File: config.mk
export PLATFORM = sky130hd
export DESIGN_NAME = imem_loader_flat
export DESIGN_NICKNAME = d
export VERILOG_FILES = /design/src/rtl/imem_loader_if.sv /design/src/rtl/imem_loader.sv /design/src/flat_wrapper.sv
export SDC_FILE = /design/constraint.sdc
export NUM_CORES = 1
export LEC_CHECK = 0
export CELL_PAD_IN_SITES_DETAIL_PLACEMENT = 0
export CELL_PAD_IN_SITES_GLOBAL_PLACEMENT = 2
export CORE_UTILIZATION = 37
export DETAILED_ROUTE_END_ITERATION = 10
export DONT_BUFFER_PORTS = 1
export PLACE_DENSITY = 0.74
export SLEW_MARGIN = 20
export SYNTH_ARGS = -nofsm -noshare
export SYNTH_HDL_FRONTEND = slang
export SYNTH_SLANG_ARGS = --single-unit
File: constraint.sdc
create_clock -name clk -period 1.7 [get_ports clk]
set_clock_uncertainty 0.15 [all_clocks]
set_input_delay 0.51 -clock clk [delete_from_list [all_inputs] [get_ports clk]]
set_output_delay 0.51 -clock clk [all_outputs]
set_load 0.02 [all_outputs]
File: src/rtl/imem_loader_if.sv
// Byte-stream input and instruction-memory write port of the image loader.
// The slave side is the loader; the master side is the host plus memory.
interface imem_loader_if #(
   parameter int ADDR_W = 4,
   parameter int WORD_W = 16
);
   logic              in_valid;
   logic [7:0]        in_data;
   logic              in_ready;
   logic              wr_en;
   logic [ADDR_W-1:0] wr_addr;
   logic [WORD_W-1:0] wr_data;

   modport master (
      output in_valid, in_data,
      input  in_ready, wr_en, wr_addr, wr_data
   );

   modport slave (
      input  in_valid, in_data,
      output in_ready, wr_en, wr_addr, wr_data
   );
endinterface

File: src/rtl/imem_loader.sv
// Assembles a LEN / N words / CSUM byte stream into 16-bit instruction writes
// and keeps the CPU stalled until a complete image passes its XOR checksum.
module imem_loader #(
   parameter int ADDR_W = 4,
   parameter int WORD_W = 16
) (
   input  logic          clk,
   input  logic          rst_n,
   input  logic          start,
   imem_loader_if.slave  bus,
   output logic          cpu_hold,
   output logic          done,
   output logic          err
);

   typedef enum logic [2:0] {
      S_IDLE,
      S_LEN,
      S_HI,
      S_LO,
      S_CSUM,
      S_DONE,
      S_ERR
   } state_t;

   localparam logic [7:0]    MAX_LEN = 8'(1 << ADDR_W);
   localparam logic [ADDR_W:0] ONE   = (ADDR_W+1)'(1);

   state_t            state;
   logic [7:0]        acc;
   logic [7:0]        hi_reg;
   logic [ADDR_W-1:0] addr;
   logic [ADDR_W:0]   remaining;
   logic              in_ready_q;
   logic              wr_en_q;
   logic [ADDR_W-1:0] wr_addr_q;
   logic [WORD_W-1:0] wr_data_q;
   logic              accept;

   assign accept       = bus.in_valid & in_ready_q;
   assign bus.in_ready = in_ready_q;
   assign bus.wr_en    = wr_en_q;
   assign bus.wr_addr  = wr_addr_q;
   assign bus.wr_data  = wr_data_q;

   always_ff @(posedge clk or negedge rst_n) begin
      if (!rst_n) begin
         state      <= S_IDLE;
         acc        <= '0;
         hi_reg     <= '0;
         addr       <= '0;
         remaining  <= '0;
         in_ready_q <= 1'b0;
         wr_en_q    <= 1'b0;
         wr_addr_q  <= '0;
         wr_data_q  <= '0;
         cpu_hold   <= 1'b1;
         done       <= 1'b0;
         err        <= 1'b0;
      end else begin
         wr_en_q <= 1'b0;
         case (state)
            S_IDLE: begin
               if (start) begin
                  state      <= S_LEN;
                  acc        <= '0;
                  addr       <= '0;
                  cpu_hold   <= 1'b1;
                  in_ready_q <= 1'b1;
               end
            end

            S_LEN: begin
               if (accept) begin
                  acc <= bus.in_data;
                  if (bus.in_data == 8'd0 || bus.in_data > MAX_LEN) begin
                     state      <= S_ERR;
                     err        <= 1'b1;
                     cpu_hold   <= 1'b1;
                     in_ready_q <= 1'b0;
                  end else begin
                     remaining <= bus.in_data[ADDR_W:0];
                     state     <= S_HI;
                  end
               end
            end

            S_HI: begin
               if (accept) begin
                  hi_reg <= bus.in_data;
                  acc    <= acc ^ bus.in_data;
                  state  <= S_LO;
               end
            end

            S_LO: begin
               if (accept) begin
                  acc       <= acc ^ bus.in_data;
                  wr_en_q   <= 1'b1;
                  wr_addr_q <= addr;
                  wr_data_q <= {hi_reg, bus.in_data};
                  remaining <= remaining - ONE;
                  // addr holds on the last word so a full-depth image never wraps
                  if (remaining == ONE) begin
                     state <= S_CSUM;
                  end else begin
                     addr  <= addr + 1'b1;
                     state <= S_HI;
                  end
               end
            end

            S_CSUM: begin
               if (accept) begin
                  in_ready_q <= 1'b0;
                  if (bus.in_data == acc) begin
                     state    <= S_DONE;
                     done     <= 1'b1;
                     cpu_hold <= 1'b0;
                  end else begin
                     state    <= S_ERR;
                     err      <= 1'b1;
                     cpu_hold <= 1'b1;
                  end
               end
            end

            S_DONE, S_ERR: begin
               if (start) begin
                  state      <= S_LEN;
                  done       <= 1'b0;
                  err        <= 1'b0;
                  cpu_hold   <= 1'b1;
                  acc        <= '0;
                  addr       <= '0;
                  in_ready_q <= 1'b1;
               end
            end

            default: begin
               state      <= S_IDLE;
               in_ready_q <= 1'b0;
               cpu_hold   <= 1'b1;
            end
         endcase
      end
   end

endmodule
File: src/flat_wrapper.sv
// flat-port wrapper written by rule: the top's interface ports become plain ports
module imem_loader_flat 
#(
   parameter int ADDR_W = 4,
   parameter int WORD_W = 16
)
  (clk, rst_n, start, cpu_hold, done, err, bus_in_valid, bus_in_data, bus_in_ready, bus_wr_en, bus_wr_addr, bus_wr_data);
  imem_loader_if #(.ADDR_W(ADDR_W), .WORD_W(WORD_W)) bus_i ();
  input  logic clk;
  input  logic rst_n;
  input  logic start;
  output logic cpu_hold;
  output logic done;
  output logic err;
  input wire logic [$bits(bus_i.in_valid)-1:0] bus_in_valid;
  input wire logic [$bits(bus_i.in_data)-1:0] bus_in_data;
  output wire logic [$bits(bus_i.in_ready)-1:0] bus_in_ready;
  output wire logic [$bits(bus_i.wr_en)-1:0] bus_wr_en;
  output wire logic [$bits(bus_i.wr_addr)-1:0] bus_wr_addr;
  output wire logic [$bits(bus_i.wr_data)-1:0] bus_wr_data;
  assign bus_i.in_valid = bus_in_valid;
  assign bus_i.in_data = bus_in_data;
  assign bus_in_ready = bus_i.in_ready;
  assign bus_wr_en = bus_i.wr_en;
  assign bus_wr_addr = bus_i.wr_addr;
  assign bus_wr_data = bus_i.wr_data;
  imem_loader #(.ADDR_W(ADDR_W), .WORD_W(WORD_W)) u_core (.clk(clk), .rst_n(rst_n), .start(start), .bus(bus_i), .cpu_hold(cpu_hold), .done(done), .err(err));
endmodule
==> results of run 1 <==
## power by group through the flow
stage	clock [W]	sequential [W]	combinational, W
after floorplan	0	0.00242	0.00182
after global placement	0	0.00252	0.00278
after detailed placement	0	0.00252	0.00281
after CTS	0.00106	0.00251	0.00288
after global routing	0.00110	0.00261	0.00354
final	0.00103	0.00253	0.00323
## cells in the final DEF (no fill, tap or decap), types with 3 or more instances in the layout
cell       n
nand4_1    4
nor2_1    12
buf_4     44
a21oi_2    3
mux2_4    13
ha_1       3
o21ai_1   16
o21ai_0   12
dfrtp_2    3
nor2_2     3
nand3_1    8
dfrtp_1   49
inv_1      5
nand2_1    9
mux2_2    17
a22o_1    10
clkbuf_8   5
xnor2_1    7
buf_6      8
a21oi_1   12
## layer usage
layer	wire length, microns	vias to the layer above
met3	279	4
li1	-	1006
met4	44	0
met2	3109	36
met1	2983	1009
met5	0	-
## cell families (layout without fill, tap and decap cells)
kind of cell	count (synthesis)	in the layout	share of synthesized area
XOR/XNOR	9	9	0.02940
AO/OA/AOI/OAI	67	68	0.1554
buffers and inverters	18	68	0.03593
multiplexers	32	32	0.1349
AND/OR/NAND/NOR	63	63	0.1353
adder cells (fa/ha/maj)	3	3	0.01400
flip-flops	53	53	0.4951
## stage by stage
step | total power [W] | hold slack, ns | instance area (sq um) | cells | util
2_1_floorplan | 0.004236 | 0.06441 | 2748 | 245 | -
3_3_place_gp | 0.005302 | 0.06605 | 3164 | 379 | 0.4582
3_5_place_dp | 0.005332 | 0.06630 | 3164 | 379 | 0.4582
4_1_cts | 0.006451 | -0.2784 | 3337 | 387 | 0.4832
5_1_grt | 0.007249 | -0.2915 | 3537 | 392 | 0.5121
6_report | 0.006785 | -0.2693 | 3537 | 392 | 0.5121
## what timing repair did
action                                 CTS  global route
endpoints found under the hold margin   53            53
setup endpoints to repair               34            47
setup buffers                            1             2
pin swaps                                3             9
gates resized for setup                  8            46
gates cloned                             0             3
## final cells by class
cell class	count	share of cell area
Tap cell	96	0.03396
Clock inverter	3	0.01946
Sequential cell	53	0.3764
Clock buffer	5	0.01946
Multi-Input combinational cell	175	0.4128
Inverter	6	0.006367
Timing Repair Buffer	54	0.1316
## worst max path at each step
stage	cells after the start	end	slack [ns]	from
after floorplan	5	u_core.remaining[2]$_DFFE_PN0P_	-0.04	bus_in_data[1]
after global placement	5	u_core.remaining[2]$_DFFE_PN0P_	-0.15	bus_in_data[1]
after detailed placement	5	u_core.remaining[4]$_DFFE_PN0P_	-0.18	bus_in_data[1]
after CTS	7	u_core.addr[0]$_DFFE_PN0P_	-0.04	u_core.state[1]$_DFFE_PN0P_
after global routing	6	u_core.addr[0]$_DFFE_PN0P_	-0.09	u_core.remaining[1]$_DFFE_PN0P_
final	5	u_core.err$_DFFE_PN0P_	-0.01	u_core.state[0]$_DFFE_PN0P_
==> metrics.md, run 1 <==
| Metric | Value |
|---|---|
| Status | `complete, but fails checks` |
| Failing checks | `negative hold slack, negative setup slack` |
| Critical Path Start Type | `register` |
| Final GP Congestion | `0.7855` |
| Fin. max-slew vios | `0` |
| Starting Density | `0.3882` |
| Cts bufs inserted | `5` |
| Synthesized cell area | `between 2000 and 3000 sq um` |
| Die H | `87.13 microns` |
| Core Area | `~6900 sq um` |
| Tot GR Track Use | `0.1704` |
| Top cell type's share of synthesized area | `0.4853` |
| Internal | `0.004168 W` |
| Vias | `slightly above 2000` |
| Post-route setup slack | `-0.01302 ns` |
| RR Startpoint | `u_core.state[0]$_DFFE_PN0P_` |
| #FFs+latches synth | `53` |
| MaxCap Viol Count | `0` |
| Average size of a mapped cell | `10.94 sq um` |
| HPWL after detailed placement | `4248 microns` |
| Slew headroom | `0.7509` |
| Crit path kind | `reg2reg` |
| Worst path buffer plus inverter count | `0` |
| Max frequency | `583.8 MHz` |
| I/O pins | `37` |
| WL per Instance | `between 15 and 20 microns` |
| Num Clock Sinks | `53` |
| Via density | `5.242` |
| Vias in the first global route | `2011` |
| Crit end category | `register` |
| CP peak stage delay | `0.52 ns` |
| Top-count cell post-synth | `dfrtp_1` |
| Clk slew on worst S/H paths | `between 0.1 and 0.15 ns` |
| Nets | `310` |
| Yosys cell types | `51` |
| Drt initial violations | `77` |
| Sequential cell area fraction in the yosys report | `0.4951` |
| # port buffers | `0` |
| Global-route wire length before repair | `9867 microns` |
| Worst Max-Slew Pin Slew | `0.3721 ns` |
| ANT cells | `0` |
| Sw Share | `0.3858` |
| Largest area contributor in the netlist | `dfrtp_1` |
| Syn Nets | `260` |
| Worst Hold Class | `in2async` |
| Slack of the worst reg-to-reg path | `-0.01 ns` |
| Final setup fails | `1` |
| Worst r2r dst | `u_core.err$_DFFE_PN0P_` |
| Pleak | `approximately 1.5 nW` |
| Die X | `87.13 microns` |
| VDD IR max | `0.0008549 V` |
| Rows | `30` |
| P&R area growth vs syn | `31.92%` |
| Number of synthesized flops with an enable pin | `0` |
| CP required | `1.75 ns` |
| Max reg flops | `16` |
| Clock share of power | `0.151` |
| H-tree depth | `2` |
| Met3 Usage GRT | `0.04076` |
| CTS tree | `yes` |
| # fillers | `about 640` |
| Synth Instances | `245` |
| Synth cell count leaders | `dfrtp_1, mux2_2, o21ai_0` |
| Clk buf depth | `2` |
| Multi-input logic area | `1460 sq um` |
| CP Max Fanout | `8` |
| Period Utilization, post-route | `1.008` |
| Worst-Skew Late Latency | `~0.31 ns` |
| Reg2reg path depth | `5` |
| Met1 usage | `0.2301` |
| Area contributors post-synth | `dfrtp_1, mux2_2, o21ai_0` |
| Initial DRT Pass Iterations | `4` |
| Post-detailed-routing wire length | `6417 microns` |
| CTS root buffer | `clkbuf_8` |
| CP cell instances | `and4b_1 -> a31oi_2 -> o21ai_2 -> o21a_1 -> o211a_1` |
| Critical Path AT | `1.76 ns` |
| Setup TNS Final | `-0.01302 ns` |
| Die area | `approximately 7600 sq um` |
| Final hold violations | `53` |
| Pwr per Cell Area | `1918 nW/um^2` |
| Share of cells above drive strength 1 | `0.4257` |
| Kind of cell adding the most delay to the critical path | `compound AO/OA/AOI/OAI gates` |
| Asr flop ratio synth | `1.000` |
| Synth Flop Type | `dfrtp_1` |
| Unrepaired setup endpoints after global routing | `true` |
| Pre-CTS setup slack | `-0.1805 ns` |
| Register Area | `1331 sq um` |
| ANT nets after route | `0` |
| Final min period | `~1.7 ns` |
| Initial antenna violation count | `0` |
| Flop pwr share | `0.373` |
| Synth warn | `0` |
| Grt met2 use | `0.2770` |
| Most Used Layer, Global Route | `met2` |
| Crit-path slowest cell | `dfrtp_2` |
| Comb power frac | `0.476` |
| Sw power | `0.002617 W` |
| Residual DRC | `0` |
| Largest net degree at the start of global routing | `between 50 and 60` |
| Grt ovf | `0` |
| Final hold slack | `-0.2693 ns` |
No activity file was read; power rests on OpenSTA's default activity.
==> run 2: changes to the inputs <==
- CELL_PAD_IN_SITES_DETAIL_PLACEMENT: 0 -> default
- CELL_PAD_IN_SITES_GLOBAL_PLACEMENT: 2 -> default
- CORE_UTILIZATION: 37 -> 30
- HOLD_SLACK_MARGIN: default -> 0.08
- PLACE_DENSITY: 0.74 -> 0.44
==> metrics.md, run 2 (same netlist as run 1, synthesis figures left out) <==
| Metric | Value |
|---|---|
| Status | `complete, but fails checks (unchanged)` |
| Failing checks | `negative hold slack, negative setup slack (unchanged)` |
| Num Clock Sinks | `53 (unchanged)` |
| Clk slew on worst S/H paths | `0.10 ns (was 0.11 ns)` |
| Pwr per Cell Area | `1879 nW/um^2 (was 1918 nW/um^2)` |
| Worst-Skew Late Latency | `0.31 ns (about the same)` |
| Share of cells above drive strength 1 | `0.4495 (was 0.4257)` |
| CP Max Fanout | `7 (was 8)` |
| Rows | `34 (was 30)` |
| Post-detailed-routing wire length | `6269 microns (was 6417 microns)` |
| Tot GR Track Use | `0.1420 (was 0.1704)` |
| Critical Path Start Type | `register (unchanged)` |
| Starting Density | `0.3090 (was 0.3882)` |
| Worst Max-Slew Pin Slew | `0.3582 ns (was 0.3721 ns)` |
| # port buffers | `0 (unchanged)` |
| Dpl cells | `383 (was 379)` |
| Initial antenna violation count | `0 (unchanged)` |
| Core Area | `8678 sq um (was 6907 sq um)` |
| Residual DRC | `0 (unchanged)` |
| Register Area | `1331 sq um (unchanged)` |
| ANT cells | `0 (unchanged)` |
| CP peak stage delay | `0.49 ns (was 0.52 ns)` |
| I/O pins | `37 (unchanged)` |
| Most frequent cells in the layout | `dfrtp_1, buf_4, mux2_2 (unchanged)` |
| Non-Filler Instances | `395 (was 392)` |
| ANT nets after route | `0 (unchanged)` |
| MaxCap Viol Count | `0 (unchanged)` |
| Cts bufs inserted | `5 (unchanged)` |
| Critical Path AT | `1.79 ns (was 1.76 ns)` |
| Layout Utilization | `0.3997 (was 0.5121)` |
| Initial DRT Pass Iterations | `4 (unchanged)` |
| Nets | `301 (was 310)` |
| # fillers | `863 (was 635)` |
| Crit-path slowest cell | `dfrtp_2 (unchanged)` |
| Post-route setup slack | `-0.02650 ns (was -0.01302 ns)` |
| Pleak | `1.447 nW (was 1.534 nW)` |
| Multi-input logic area | `1469 sq um (was 1460 sq um)` |
| Final GP Congestion | `0.7503 (was 0.7855)` |
| WL per Instance | `15.87 microns (was 16.37 microns)` |
| Die H | `96.54 microns (was 87.13 microns)` |
| Worst Hold Class | `in2async (unchanged)` |
| Max frequency | `579.2 MHz (was 583.8 MHz)` |
| Slew headroom | `0.7580 (was 0.7509)` |
| Worst path buffer plus inverter count | `1 (was 0)` |
| Largest net degree at the start of global routing | `54 (unchanged)` |
| Drt initial violations | `63 (was 77)` |
| Vias | `1983 (was 2055)` |
| Vias in the first global route | `1930 (was 2011)` |
| Grt ovf | `0 (unchanged)` |
| Die area | `9320 sq um (was 7592 sq um)` |
| Via density | `5.020 (was 5.242)` |
| Die X | `96.54 microns (was 87.13 microns)` |
| Max reg flops | `16 (unchanged)` |
| Final min period | `1.727 ns (was 1.713 ns)` |
| CP cell instances | `buf_6 -> and4b_1 -> a31oi_2 -> o21ai_2 -> o21a_1 -> o211a_1 (was and4b_1 -> a31oi_2 -> o21ai_2 -> o21a_1 -> o211a_1)` |
| CP required | `1.76 ns (was 1.75 ns)` |
| Crit end category | `register (unchanged)` |
| CTS root buffer | `clkbuf_8 (unchanged)` |
| Total power | `0.006518 W (was 0.006785 W)` |
| H-tree depth | `2 (unchanged)` |
| Commonest non-fill, non-tap cell in the layout | `dfrtp_1 (unchanged)` |
| Kind of cell adding the most delay to the critical path | `compound AO/OA/AOI/OAI gates (unchanged)` |
| Final hold slack | `-0.2688 ns (was -0.2693 ns)` |
| Period Utilization, post-route | `1.016 (was 1.008)` |
| Crit path kind | `reg2reg (unchanged)` |
| Unrepaired setup endpoints after global routing | `true (unchanged)` |
| P&R area growth vs syn | `29.35% (was 31.92%)` |
| CTS tree | `yes (unchanged)` |
| VDD IR max | `0.0007805 V (was 0.0008549 V)` |
| HPWL after detailed placement | `4297 microns (was 4248 microns)` |
| Clk buf depth | `2 (unchanged)` |
| Global-route wire length before repair | `9970 microns (was 9867 microns)` |
| Final setup fails | `1 (unchanged)` |
| Fin. max-slew vios | `0 (unchanged)` |
| Final hold violations | `53 (unchanged)` |
-- run 2: cell types whose count changed in the layout (fill, tap and decap cells not counted), sizes merged --
cell      before  now
clkinv         0    1
bufinv         2    1
clkinvlp       0    1
buf           53   45
inv            7    5
-- run 2: timing repair --
action | in CTS | in global routing
hold endpoints to repair | 53 | 53
gates resized for setup | 16 | 43
endpoints found under the setup margin | 42 | 49
pin swaps | 4 | 19
gates cloned | 0 | 1
buffers inserted | 1 | 3
-- run 2: per-layer routing --
layer | up-vias | global-route usage | share of wire
met3 | 7 | 0.03599 | 0.044
li1 | 978 | - | -
met4 | 0 | 0.03922 | 0.013
met1 | 967 | 0.1927 | 0.47
met5 | - | 0 | 0
met2 | 31 | 0.2242 | 0.48
-- run 2: path summary, 6_finish.rpt --
kind	start	endpoint	slack [ns]	cells past startpoint
max in group asynchronous	rst_n	u_core.cpu_hold$_DFFE_PN1P_	1.49	0
min in group clk	bus_in_data[7]	u_core.acc[7]$_DFFE_PN0P_	0.17	1
max	u_core.state[1]$_DFFE_PN0P_	u_core.err$_DFFE_PN0P_	-0.03	6
max reg2reg	u_core.state[1]$_DFFE_PN0P_	u_core.err$_DFFE_PN0P_	-0.03	6
min	rst_n	u_core.err$_DFFE_PN0P_	-0.27	0
min reg2reg	u_core.addr[3]$_DFFE_PN0P_	u_core.addr[3]$_DFFE_PN0P_	0.34	1
-- run 2: where the power goes --
part / leakage, nW / internal, W / switching (W) / total (W)
clock: 0.0554 / 0.000443 / 0.000441 / 0.000884
sequential: 0.659 / 0.00180 / 0.000769 / 0.00257
combinational: 0.733 / 0.00164 / 0.00142 / 0.00306
-- run 2: layout make-up --
type,instances,area share
multi-input combinational,175,0.4235
sequential,53,0.3838
tap,108,0.03896
clock inverter,2,0.01118
timing repair buffer,45,0.1133
clock buffer,6,0.02092
inverter,6,0.008297
-- run 2: stage by stage --
step | hold WS (ns) | area (sq um) | TNS, ns | setup slack (ns)
2_1_floorplan | 0.06441 | 2748 | -0.1680 | -0.04383
3_3_place_gp | 0.06786 | 3132 | -2.125 | -0.1528
5_1_grt | -0.2975 | 3468 | -1.292 | -0.1021
3_5_place_dp | 0.06824 | 3132 | -1.971 | -0.1942
6_report | -0.2688 | 3468 | -0.02650 | -0.02650
4_1_cts | -0.2777 | 3304 | -0.04740 | -0.03282
-- run 2: worst reg2reg max path, cell delays in order (launching register included) --
cell	delay (ns)
dfrtp_2	0.49
buf_6	0.15
and4b_1	0.17
a31oi_2	0.21
o21ai_2	0.10
o21a_1	0.17
o211a_1	0.19
